**src/rtl/uart_receiver.sv**
```systemverilog
// UART receive stage: oversampled start-bit validation, centre sampling of
// LSB-first data, ready/ack handshake with framing and overrun flags.
module uart_receiver #(
    parameter int WORD_SIZE  = 8,
    parameter int OVERSAMPLE = 8
) (
    input  logic                 clock,
    input  logic                 resetn,
    input  logic                 serial_in,
    input  logic                 rx_ack,
    output logic [WORD_SIZE-1:0] data_out,
    output logic                 rx_ready,
    output logic                 framing_err,
    output logic                 overrun_err
);

    localparam int SW = $clog2(OVERSAMPLE);
    localparam int BW = $clog2(WORD_SIZE + 1);

    typedef enum logic [1:0] {IDLE, STARTING, RECEIVING} state_t;

    state_t               state, state_nx;
    logic [SW-1:0]        sample_count, sample_count_nx;
    logic [BW-1:0]        bit_count, bit_count_nx;
    logic [WORD_SIZE-1:0] shift_reg, shift_reg_nx;
    logic [WORD_SIZE-1:0] data_nx;
    logic                 ready_nx, framing_nx, overrun_nx;
    logic                 s1, s2;

    // Synchroniser resets to idle-high so a post-reset low is a real start edge.
    always_ff @(posedge clock or negedge resetn) begin
        if (!resetn) begin
            s1 <= 1'b1;
            s2 <= 1'b1;
        end else begin
            s1 <= serial_in;
            s2 <= s1;
        end
    end

    always_ff @(posedge clock or negedge resetn) begin
        if (!resetn) begin
            state        <= IDLE;
            sample_count <= '0;
            bit_count    <= '0;
            shift_reg    <= '0;
            data_out     <= '0;
            rx_ready     <= 1'b0;
            framing_err  <= 1'b0;
            overrun_err  <= 1'b0;
        end else begin
            state        <= state_nx;
            sample_count <= sample_count_nx;
            bit_count    <= bit_count_nx;
            shift_reg    <= shift_reg_nx;
            data_out     <= data_nx;
            rx_ready     <= ready_nx;
            framing_err  <= framing_nx;
            overrun_err  <= overrun_nx;
        end
    end

    always_comb begin
        state_nx        = state;
        sample_count_nx = sample_count;
        bit_count_nx    = bit_count;
        shift_reg_nx    = shift_reg;
        data_nx         = data_out;
        framing_nx      = framing_err;
        overrun_nx      = overrun_err;
        ready_nx        = (rx_ready && rx_ack) ? 1'b0 : rx_ready;

        unique case (state)
            IDLE: begin
                if (!s2) begin
                    state_nx        = STARTING;
                    sample_count_nx = '0;
                end
            end
            STARTING: begin
                if (s2) begin
                    state_nx        = IDLE;
                    sample_count_nx = '0;
                end else if (sample_count == SW'(OVERSAMPLE/2 - 1)) begin
                    state_nx        = RECEIVING;
                    sample_count_nx = '0;
                    bit_count_nx    = '0;
                end else begin
                    sample_count_nx = sample_count + 1'b1;
                end
            end
            RECEIVING: begin
                if (sample_count != SW'(OVERSAMPLE - 1)) begin
                    sample_count_nx = sample_count + 1'b1;
                end else begin
                    sample_count_nx = '0;
                    if (bit_count != BW'(WORD_SIZE)) begin
                        shift_reg_nx = {s2, shift_reg[WORD_SIZE-1:1]};
                        bit_count_nx = bit_count + 1'b1;
                    end else begin
                        // Stop-bit centre: commit overrides any ack this cycle.
                        state_nx   = IDLE;
                        data_nx    = shift_reg;
                        ready_nx   = 1'b1;
                        framing_nx = ~s2;
                        overrun_nx = rx_ready & ~rx_ack;
                    end
                end
            end
            default: state_nx = IDLE;
        endcase
    end

endmodule

```
**config.mk**
```make
export PLATFORM = sky130hd
export DESIGN_NAME = uart_receiver
export DESIGN_NICKNAME = d
export VERILOG_FILES = /design/src/rtl/uart_receiver.sv
export SDC_FILE = /design/constraint.sdc
export NUM_CORES = 1
export LEC_CHECK = 0
export BUFFER_PORTS_ARGS = -buffer_cell sky130_fd_sc_hd__buf_2
export CORE_UTILIZATION = 55
export CTS_BUF_LIST = sky130_fd_sc_hd__clkbuf_8
export CTS_CLUSTER_DIAMETER = 200
export CTS_CLUSTER_SIZE = 14
export DETAILED_ROUTE_END_ITERATION = 7
export PLACE_DENSITY_LB_ADDON = 0.05
export SLEW_MARGIN = 20
export SYNTH_ARGS = -nofsm -noshare
export SYNTH_HDL_FRONTEND = slang
export SYNTH_SLANG_ARGS = --single-unit
```
**constraint.sdc**
```tcl
create_clock -name clock -period 2 [get_ports clock]
set_clock_uncertainty 0.1 [all_clocks]
set_input_delay 0 -clock clock [delete_from_list [all_inputs] [get_ports clock]]
set_output_delay 0 -clock clock [all_outputs]
set_load 0.05 [all_outputs]
```
[Word level (Yosys, flattened, before mapping)]
Index checks and enable logic that the tools add are counted.
Widths: inputs -> output; s select.
Cells by class
  $add $sub $neg: 2
  multiply operators: 0
  divide/modulo/power cells: 0
  $lt $le $gt $ge: 0
  equal/unequal tests: 12
  shift-type cells: 0
  muxes and demuxes: 20
  bitwise logic cells: 5
  reduce and logical (&&, ||, !) cells: 9
Operators by type and width (count)
  $mux 4: 4
  $mux 3: 4
  $ne 2x2->1 const B: 6
  $mux 2: 5
  $pmux 3 s3: 1
  $pmux 4 s2: 1
  $ne 3x3->1 const B: 2
  $pmux 2 s3: 1
  $reduce_and 3->1: 2
  $reduce_and 5->1: 1
  $add 4x1->4 const B: 1
  $mux 1: 4
  $ne 4x4->1 const B: 1
  $not 1->1: 4
  $reduce_and 4->1: 1
  $add 3x1->3 const B: 1
  $eq 3x2->1 const B: 1
  $reduce_bool 3->1: 1
  $eq 2x1->1 const B: 1
  $eq 2x2->1 const B: 1
  $logic_not 2->1: 1
  $reduce_and 2->1: 1
  $reduce_bool 2->1: 1
  $and 1x1->1: 1
  $logic_and 1x1->1: 1
Storage, ports and cells
  bits in registers: 30
  bits in latches: 0
  bits in writable memories: 0
  memory bits (read-only): 0
  input bits: 4
  output and inout bits: 11
  word-level logic and storage cells: 58
  memories: 0

[Longest topological paths before layout]
Gate-level depths: netlist of the first run.
  word-level depth: 5
  gate-level depth with buffers: 7
  depth with buffers taken out: 6

[Least setup slack after synthesis of the first run]
OpenSTA, ideal clock, no wires.
  path kind: register to register
  from: register sample_count[0]
  to: register state[0]
  library setup time: 125 ps
  data arrival time: 1539 ps
  data required time: 1775 ps
  path slack: 236 ps
  stages on the path, launching flop included: 7
  path buffers: 0
  period minus slack after synthesis: 1764 ps
  path through: dfrtp_1 > ha_1 > ha_1 > nor3b_1 > nor2_1 > nand3_1 > mux2_2
On the way
  longest elaborated chain between the ends: 3
  elaborated cells between the ends (all ways): 5
  classes of those cells: 4 x eq/ne; 1 x reduce/logical
RTL lines
  from (decl): line 23  | logic [SW-1:0] sample_count, sample_count_nx;
  from (signal assigned): line 53  | sample_count <= sample_count_nx;
  $eq 3x2->1 / $ne 3x3->1 (equally long branches): line 84, 93
  $ne 3x3->1 (no source line) / $ne 2x2->1 (equally long branches)
  $reduce_and 4->1 (no source line) (*)
  to (signal assigned): line 52  | state <= state_nx;
  to (decl): line 22  | state_t state, state_nx;
Every way passes the cells marked *; elsewhere a longest branch is shown, timed or not.
A chain may end at the register's enable or synchronous reset.

[Worst setup path in the final report of the first run]
Ends and elaborated chain as after synthesis.

==> results of run 1 <==
==> critical path, cell delays in order, from the launching register on <==
cell and delay, ns:
dfrtp_1 0.40, ha_1 0.24, ha_1 0.24, nor3b_2 0.20, nor2_1 0.09, nand3_1 0.12, mux2_2 0.35
==> per-layer routing <==
| layer | vias to the layer above | part of all wire [%] | global-route usage [%] |
|---|---|---|---|
| li1 | 478 | - | - |
| met1 | 464 | 49 | 25.6 |
| met2 | 16 | 45 | 31.2 |
| met4 | 0 | 1.7 | 10.5 |
| met5 | - | 0 | 0 |
| met3 | 4 | 4.6 | 8.70 |
==> placed cells by master, fill, tap and decap left out, types with 2 or more instances in the layout <==
cell           count
inv_1              9
nand3b_1           2
nand2b_1           2
o21ai_0            8
clkbuf_8           6
buf_2             14
dfstp_2            2
ha_1              11
mux2_2             9
and3_1             2
a21oi_1            2
nand3_1            4
nor2_1             4
nand2_1           30
dfrtp_1           28
dlygate4sd3_1      3
==> power by group through the flow <==
stage               clock network, uW  logic, uW  registers [uW]
floorplan                           0        284             685
detailed placement                  0        353             694
finish                            502        362             682
global route                      539        412             687
global placement                    0        340             691
CTS                               511        361             683
==> cell type report <==
type                    count  area share, %
clock inverters             2          0.760
clock buffers               6           5.02
repair buffers             18           6.54
inverters                   9           2.05
flip-flops and latches     30           45.8
well taps                  30           2.28
multi-input cells          89           37.6
==> worst min-delay path by stage <==
| stage | endpoint | slack, ns | cells past startpoint |
|---|---|---|---|
| floorplan | bit_count[0]$_DFFE_PN0P_ | -0.40 | 0 |
| global placement | sample_count[2]$_DFFE_PN0P_ | -0.04 | 1 |
| detailed placement | sample_count[2]$_DFFE_PN0P_ | -0.03 | 1 |
| CTS | rx_ready$_DFF_PN0_ | 0.21 | 2 |
| global route | s1$_DFF_PN1_ | 0.25 | 2 |
| finish | state[0]$_DFFE_PN0P_ | 0.18 | 2 |
==> per-stage QoR <==
stage          total power, uW  std cells  area [um2]  hold WS [ns]
3_3_place_gp              1030        173        1520       -0.0421
6_report                  1550        184        1650         0.180
4_1_cts                   1550        184        1640         0.205
2_1_floorplan              970        131        1420        -0.396
3_5_place_dp              1050        173        1520       -0.0301
5_1_grt                   1640        184        1650         0.252
==> synth_stat cells, drive strengths merged, types with 2 or more instances <==
| cell type | count | area, um2 |
|---|---|---|
| nand2 | 30 | 113 |
| dfrtp | 28 | 701 |
| ha | 11 | 138 |
| inv | 9 | 33.8 |
| mux2 | 9 | 101 |
| o21ai | 9 | 45.0 |
| nand3 | 4 | 20.0 |
| nor2 | 4 | 15.0 |
| nand2b | 3 | 26.3 |
| a21oi | 2 | 10.0 |
| and3 | 2 | 12.5 |
| buf | 2 | 16.3 |
| dfstp | 2 | 52.6 |
| nand3b | 2 | 15.0 |
==> timing repair <==
action | CTS | global route
hold buffers | 3 | 0
setup buffers | 0 | 0
resized for setup | 0 | 1
setup endpoints to repair | 0 | 1
hold endpoints to repair | 31 | 0
==> kinds of logic (layout without fill, tap and decap cells) <==
family | after synthesis | in the layout | synth area share (%)
simple gates | 51 | 51 | 17.9
mux | 10 | 10 | 7.84
fa+ha+maj | 11 | 11 | 9.69
buf+inv | 12 | 35 | 3.79
compound gates | 17 | 17 | 7.75
flops | 30 | 30 | 53.0
==> flow_metrics.py, run 1 <==
metrics = {
    "outcome": {
        "status": "finished, final reports clean",
    },
    "logic_synthesis": {
        "ys_warn_count": 0,
        "avgSynthCellArea_um2": 10.8,
        "synth_edf_count": 0,
        "synth_ff_type": "dfrtp_1",
        "syn_inst": 131,
        "ys_seq_area_share_pct": 53.0,
        "syn_area_mm2": 0.00142,
        "ys_types": 31,
        "async_flop_share_pct": 100,
        "synth_fp_nets": 146,
        "synth-seq-cells": 30,
    },
    "timing": {
        "setup_viol": 0,
        "fin_ws_ns": 0.148,
        "post-route-min-period_ns": 1.85,
        "clock.fmax_mhz": 540,
        "relSlewSlack_pct": 56.3,
        "rsz0062_at_grt": "false",
        "slew_viol_final": 0,
        "worst_pin_slew_ns": 0.655,
        "tns_ns": 0,
        "finalCritPeriodShare_pct": 92.6,
        "finalHoldViolCount": 0,
    },
    "die": {
        "dieArea_mm2": 0.00279,
        "die_w_um": 52.8,
        "rows": 18,
        "die_h_um": 52.8,
        "start_util_pct": 57.8,
        "io_pins": 15,
        "core_area_mm2": 0.00245,
    },
    "pwr": {
        "clock_power_share_pct": 32.5,
        "switching_share_pct": 30.2,
        "p_int_uw": 1080,
        "p_seq_share_pct": 44.1,
        "p_switching_uw": 466,
        "pwr_density_cell_mw_per_mm2": 939,
        "irDropWorstVdd_mv": 0.759,
        "p_leak_uw": 0.000872,
        "combPwrFrac_pct": 23.4,
    },
    "grt": {
        "antenna_found_initial": 0,
        "grt_pass1_vias": 870,
        "overflow": 0,
        "track_usage_pct": 20.9,
        "grt_max_degree": 31,
        "grt_pass1_wl_um": 3900,
    },
    "placed_design": {
        "gp_congestion": 0.849,
        "portBuffers": 14,
        "pre_cts_ws_ns": 0.131,
        "hpwl_um": 1700,
    },
    "critical_path": {
        "cp.required_ns": 2.07,
        "cp.arrival_ns": 1.92,
        "critPathLaunch": "sample_count[0]$_DFFE_PN0P_",
        "critPathKind": "reg2reg",
        "crit_path_end_kind": "register",
        "start_kind": "register",
        "reg2reg_slack_ns": 0.15,
        "worstPathMaxFanout": 3,
        "rr_worst_depth": 6,
        "reg2reg_from": "sample_count[0]$_DFFE_PN0P_",
        "worstSetupEndpoint": "state[0]$_DFFE_PN0P_",
        "r2r-end": "state[0]$_DFFE_PN0P_",
    },
    "hold_path": {
        "hold_class": "in2async",
    },
    "drt": {
        "via_count": 962,
        "dr.pass1.iters": 4,
        "viasPerCell": 5.23,
        "drt_iter0_drc": 7,
        "antenna_left": 0,
        "route.detailed.drc": 0,
        "routed_wl_um": 2350,
        "drt-wirelength-per-cell_um": 12.8,
    },
    "cells_and_area": {
        "final-seq-area_um2": 753,
        "multiInputGateArea_um2": 618,
        "diodes": 0,
        "areaGrowthSynthToFinish_pct": 15.9,
        "fillerInstances": 193,
        "nets": 168,
        "fin_util_pct": 67.0,
        "drive_above_1_share_pct": 26.0,
    },
    "clock_tree": {
        "clkLatencyLatePin_ns": 0.28,
        "cts_tree": "built",
        "clock_sinks": 30,
        "cts_buffers": 5,
        "clockBufferDepth": 2,
        "cts_max_level": 2,
        "root_buffer": "clkbuf_8",
        "clk_pin_slew_ns": 0.06,
    },
    "run": {
        "maxCapViolCount": 0,
    },
}
No activity file was read; power rests on OpenSTA's default activity.
==> inputs of run 2 (changes only) <==
Settings changed: CORE_UTILIZATION 55 to 54.
Clock period 2 ns to 1.7 ns, I/O delays scaled along.
==> run 2 against run 1 <==
Effect of this change:
- the flow now finishes with violations (setup timing)
- critical path depth stayed put
- global-route usage grew 0.39 points
- sequential power grew 18%
- register-to-register slack lost 0.16 ns
- die area up 1.8%
- worst hold slack better by 0.0058 ns
- non-clock buffer count up 8
- via count up 0.62%
- largest cell class unchanged
==> flow_metrics.py, run 2 (same netlist as run 1, synthesis figures left out) <==
metrics = {
    "pwr": {
        "p_leak_uw": 0.000934,
        "combPwrFrac_pct": 29.4,
        "p_switching_uw": 611,
        "switching_share_pct": 28.8,
        "pwr_density_cell_mw_per_mm2": 1170,
        "p_seq_share_pct": 37.9,
        "clock_power_share_pct": 32.7,
        "p_int_uw": 1510,
        "irDropWorstVdd_mv": 1.01,
    },
    "die": {
        "die_h_um": 53.3,
        "die_w_um": 53.3,
        "io_pins": 15,
        "start_util_pct": 57.3,
        "rows": 18,
        "dieArea_mm2": 0.00284,
        "core_area_mm2": 0.00248,
    },
    "timing": {
        "post-route-min-period_ns": 1.71,
        "setup_viol": 2,
        "worst_pin_slew_ns": 0.662,
        "slew_viol_final": 0,
        "fin_ws_ns": -0.0131,
        "rsz0062_at_grt": "true",
        "finalHoldViolCount": 0,
        "clock.fmax_mhz": 584,
        "finalCritPeriodShare_pct": 101,
        "relSlewSlack_pct": 55.9,
    },
    "placed_design": {
        "hpwl_um": 1670,
        "pre_cts_ws_ns": -0.0339,
        "dp.cells": 178,
        "gp_congestion": 0.795,
        "portBuffers": 14,
    },
    "drt": {
        "route.detailed.drc": 0,
        "routed_wl_um": 2520,
        "antenna_left": 0,
        "drt-wirelength-per-cell_um": 13.1,
        "drt_iter0_drc": 16,
        "via_count": 968,
        "viasPerCell": 5.04,
        "dr.pass1.iters": 4,
    },
    "cells_and_area": {
        "final_common_cell": "nand2_1",
        "areaGrowthSynthToFinish_pct": 27.1,
        "drive_above_1_share_pct": 35.8,
        "nets": 176,
        "fin_util_pct": 72.9,
        "instances_no_fill": 192,
        "diodes": 0,
        "layout_common_cells": "nand2_1, dfrtp_1, buf_2",
    },
    "grt": {
        "grt_max_degree": 31,
        "antenna_found_initial": 0,
        "overflow": 0,
        "grt.busiest_layer": "met2",
        "met3_usage_pct": 6.90,
        "track_usage_pct": 21.2,
        "grt_pass1_vias": 927,
        "grtUsageMet2_pct": 32.1,
        "gr-usage-met1_pct": 27.5,
        "grt_pass1_wl_um": 4100,
    },
    "run": {
        "maxCapViolCount": 0,
    },
    "critical_path": {
        "critPathKind": "reg2reg",
        "start_kind": "register",
        "cp.required_ns": 1.80,
        "rr_worst_depth": 6,
        "worstPathMaxFanout": 5,
        "cp.arrival_ns": 1.81,
        "crit_path_end_kind": "register",
    },
    "clock_tree": {
        "root_buffer": "clkbuf_8",
        "cts_tree": "built",
        "cts_buffers": 5,
        "clk_pin_slew_ns": 0.06,
        "clkLatencyLatePin_ns": 0.28,
        "clock_sinks": 30,
        "cts_max_level": 2,
        "clockBufferDepth": 2,
    },
    "outcome": {
        "status": "finished with violations",
        "violations": "setup timing",
    },
    "hold_path": {
        "hold_class": "in2async",
    },
}
[run 2: changes by cell type in the layout (fill, tap and decap cells not counted), sizes merged]
| cell | before | now |
|---|---|---|
| clkinvlp | 1 | 0 |
| clkbuf | 6 | 5 |
| clkinv | 1 | 2 |
| bufinv | 0 | 1 |
| buf | 15 | 23 |
[run 2: metrics by stage]
stage                     power (uW)  hold slack [ns]  instance area [um2]  TNS, ns
after global routing            2240            0.261                 1810   -0.271
after global placement          1260          -0.0385                 1570        0
after floorplan                 1140           -0.396                 1430        0
final                           2120            0.186                 1810  -0.0231
after detailed placement        1270          -0.0353                 1570   -0.110
after CTS                       2030            0.211                 1760        0
[run 2: path summary, 6_finish.rpt]
path / startpoint / slack, ns / end
hold reg to reg: s1$_DFF_PN1_ / 0.26 / s2$_DFF_PN1_
setup reg to reg: state[0]$_DFFE_PN0P_ / -0.01 / bit_count[0]$_DFFE_PN0P_
max in group asynchronous: resetn / 0.88 / shift_reg[2]$_DFFE_PN0P_
min in group clock: serial_in / 0.26 / s1$_DFF_PN1_
setup / recovery: state[0]$_DFFE_PN0P_ / -0.01 / bit_count[0]$_DFFE_PN0P_
hold / removal: resetn / 0.19 / sample_count[2]$_DFFE_PN0P_
[run 2: routing by layer]
| metal | share of wire [%] | up-vias |
|---|---|---|
| met2 | 46 | 16 |
| met5 | 0 | - |
| met3 | 3.7 | 4 |
| met4 | 1.0 | 0 |
| met1 | 50 | 452 |
| li1 | - | 496 |
[run 2: repair_timing]
item / 4_1_cts / 5_1_grt
endpoints found under the setup margin: 12 / 15
gates resized for setup: 6 / 9
cloned: 0 / 0
hold buffers: 3 / 0
buffers inserted: 2 / 1
hold endpoints to repair: 31 / 0
pin swaps: 4 / 3
[run 2: layout make-up]
cell class,instances,area [um2]
inverter,9,33.8
clock buffer,5,68.8
fill,181,672
timing repair buffer,26,180
multi-input combinational,89,692
clock inverter,3,40.0
sequential,30,753
tap,30,37.5
[run 2: power groups by stage]
stage,sequential (uW),clock [uW],combinational (uW)
2_1_floorplan,807,0,337
3_3_place_gp,815,0,449
3_5_place_dp,816,0,450
4_1_cts,810,698,518
5_1_grt,810,739,694
6_report,805,694,623
[run 2: worst max-delay path: stages, from the launching register on]
cell	delay (ns)
dfrtp_1	0.37
inv_1	0.07
ha_1	0.23
nor2b_4	0.15
a211o_4	0.33
or2_4	0.26
mux2i_1	0.13
==> inputs of run 3 (changes only) <==
==> constraint.sdc (replaced) <==
create_clock -name clock -period 1.7 [get_ports clock]
set_clock_uncertainty 0.1 [all_clocks]
set_input_delay 0.34 -clock clock [delete_from_list [all_inputs] [get_ports clock]]
set_output_delay 0.34 -clock clock [all_outputs]
set_load 0.05 [all_outputs]
==> run 3 against run 2 <==
Effect of this change:
- the run ends with hold timing, setup timing left
- worst hold slack got worse by 0.20 ns
- combinational power fell by 1%
- global-route usage fell by 0.24 points
- routed wire length fell by 0.75%
- maximum frequency did not move
- highest routed layer unchanged
- sequential power barely moved
- via count fell by 1.3%
- power fell by 0.23%
- clock power barely moved
- design area fell by 1.7%
- largest cell class unchanged
- largest power group unchanged
- die area did not move
- first-iteration DRC count did not move
==> flow_metrics.py, run 3 (same netlist as run 1, synthesis figures left out) <==
metrics = {
    "grt": {
        "grt_pass1_vias": 906,
        "antenna_found_initial": 0,
        "track_usage_pct": 21.0,
        "grt_max_degree": 31,
        "overflow": 0,
        "grt_pass1_wl_um": 4040,
    },
    "cells_and_area": {
        "final-seq-area_um2": 753,
        "final_common_cell": "nand2_1",
        "layout_common_cells": "nand2_1, dfrtp_1, buf_2",
        "final_cell_area_mm2": 0.00178,
        "instances_no_fill": 189,
        "nets": 173,
        "areaGrowthSynthToFinish_pct": 25.0,
        "multiInputGateArea_um2": 692,
        "drive_above_1_share_pct": 36.5,
        "fillerInstances": 183,
        "diodes": 0,
    },
    "critical_path": {
        "crit_buf_inv": 1,
        "reg2reg_slack_ns": -0.01,
        "r2r-end": "bit_count[0]$_DFFE_PN0P_",
        "critPathLaunch": "state[0]$_DFFE_PN0P_",
        "cp_slowest_cell": "dfrtp_1",
        "worstPathMaxFanout": 5,
        "crit_path_end_kind": "register",
        "start_kind": "register",
        "critPathKind": "reg2reg",
        "crit_chain": "inv_1 -> ha_1 -> nor2b_4 -> a211o_4 -> or2_4 -> mux2i_1",
        "crit_family": "simple AND/OR/NAND/NOR gates",
        "rr_worst_depth": 6,
        "cp.required_ns": 1.80,
        "reg2reg_from": "state[0]$_DFFE_PN0P_",
        "slowest_delay_ns": 0.37,
        "cp.arrival_ns": 1.81,
        "cp.depth": 6,
    },
    "timing": {
        "worst_pin_slew_ns": 0.660,
        "finalCritPeriodShare_pct": 101,
        "relSlewSlack_pct": 56.0,
        "rsz0062_at_grt": "true",
        "fin_ws_ns": -0.0131,
        "post-route-min-period_ns": 1.71,
        "finalHoldViolCount": 16,
        "slew_viol_final": 0,
        "setup_viol": 2,
        "clock.fmax_mhz": 584,
        "hold_ws_ns": -0.0136,
    },
    "placed_design": {
        "portBuffers": 14,
        "dp.cells": 178,
        "placed_area_mm2": 0.00157,
        "hpwl_um": 1670,
        "gp_congestion": 0.795,
    },
    "clock_tree": {
        "root_buffer": "clkbuf_8",
        "clockBufferDepth": 2,
        "cts_hold_buf": 0,
        "clock_sinks": 30,
        "cts_max_level": 2,
        "clkLatencyLatePin_ns": 0.28,
        "cts_tree": "built",
        "clk_pin_slew_ns": 0.06,
        "cts_buffers": 5,
    },
    "hold_path": {
        "hold_class": "in2async",
    },
    "drt": {
        "drt_iter0_drc": 16,
        "drt-wirelength-per-cell_um": 13.2,
        "dr.pass1.iters": 4,
        "routed_wl_um": 2500,
        "viasPerCell": 5.05,
        "via_count": 955,
        "antenna_left": 0,
        "route.detailed.drc": 0,
    },
    "die": {
        "io_pins": 15,
        "start_util_pct": 57.3,
        "core_area_mm2": 0.00248,
        "die_w_um": 53.3,
        "dieArea_mm2": 0.00284,
        "rows": 18,
        "die_h_um": 53.3,
    },
    "outcome": {
        "status": "finished with violations",
        "violations": "hold timing, setup timing",
    },
    "run": {
        "maxCapViolCount": 0,
    },
    "pwr": {
        "pwr_density_cell_mw_per_mm2": 1190,
        "irDropWorstVdd_mv": 1.01,
        "p_leak_uw": 0.000921,
        "power_uw": 2120,
    },
}
==> run 3: layout make-up <==
class | count | area share [%]
Sequential cell | 30 | 42.4
Multi-Input combinational cell | 89 | 39.0
Timing Repair Buffer | 23 | 8.46
Clock buffer | 5 | 3.88
Clock inverter | 3 | 2.26
Tap cell | 30 | 2.11
Inverter | 9 | 1.90
==> run 3: worst max-delay path by stage <==
stage | slack [ns] | to
6_report | -0.01 | bit_count[0]$_DFFE_PN0P_
3_3_place_gp | 0.002 | bit_count[2]$_DFFE_PN0P_
3_5_place_dp | -0.03 | state[0]$_DFFE_PN0P_
5_1_grt | -0.07 | bit_count[0]$_DFFE_PN0P_
4_1_cts | 0.009 | state[0]$_DFFE_PN0P_
2_1_floorplan | 0.01 | shift_reg[0]$_DFFE_PN0P_
==> run 3: stage by stage <==
stage / util, % / hold slack, ns / TNS, ns / setup slack, ns
final: 71.7 / -0.0136 / -0.0231 / -0.0131
after global routing: 71.7 / 0.0399 / -0.271 / -0.0708
after CTS: 70.0 / 0.00852 / 0 / 0.00894
after detailed placement: 63.5 / 0.247 / -0.110 / -0.0339
after global placement: 63.5 / 0.246 / 0 / 0.00224
after floorplan: - / -0.0556 / 0 / 0.0132
==> run 3: what timing repair did <==
item / in CTS / in global routing
pin swaps: 4 / 3
setup buffers: 2 / 1
endpoints found under the setup margin: 12 / 15
resized for setup: 6 / 9
==> run 3: power breakdown <==
group / internal (uW) / switching (uW)
clock network: 430 / 264
registers: 761 / 43.5
logic: 314 / 303
total: 1510 / 610
==> run 3: metal layers <==
| layer | vias to the layer above | track usage (%) | wire, um |
|---|---|---|---|
| li1 | 490 | - | - |
| met3 | 4 | 7.18 | 94 |
| met2 | 16 | 31.3 | 1140 |
| met4 | 0 | 9.21 | 26 |
| met1 | 445 | 27.3 | 1240 |
| met5 | - | 0 | 0 |
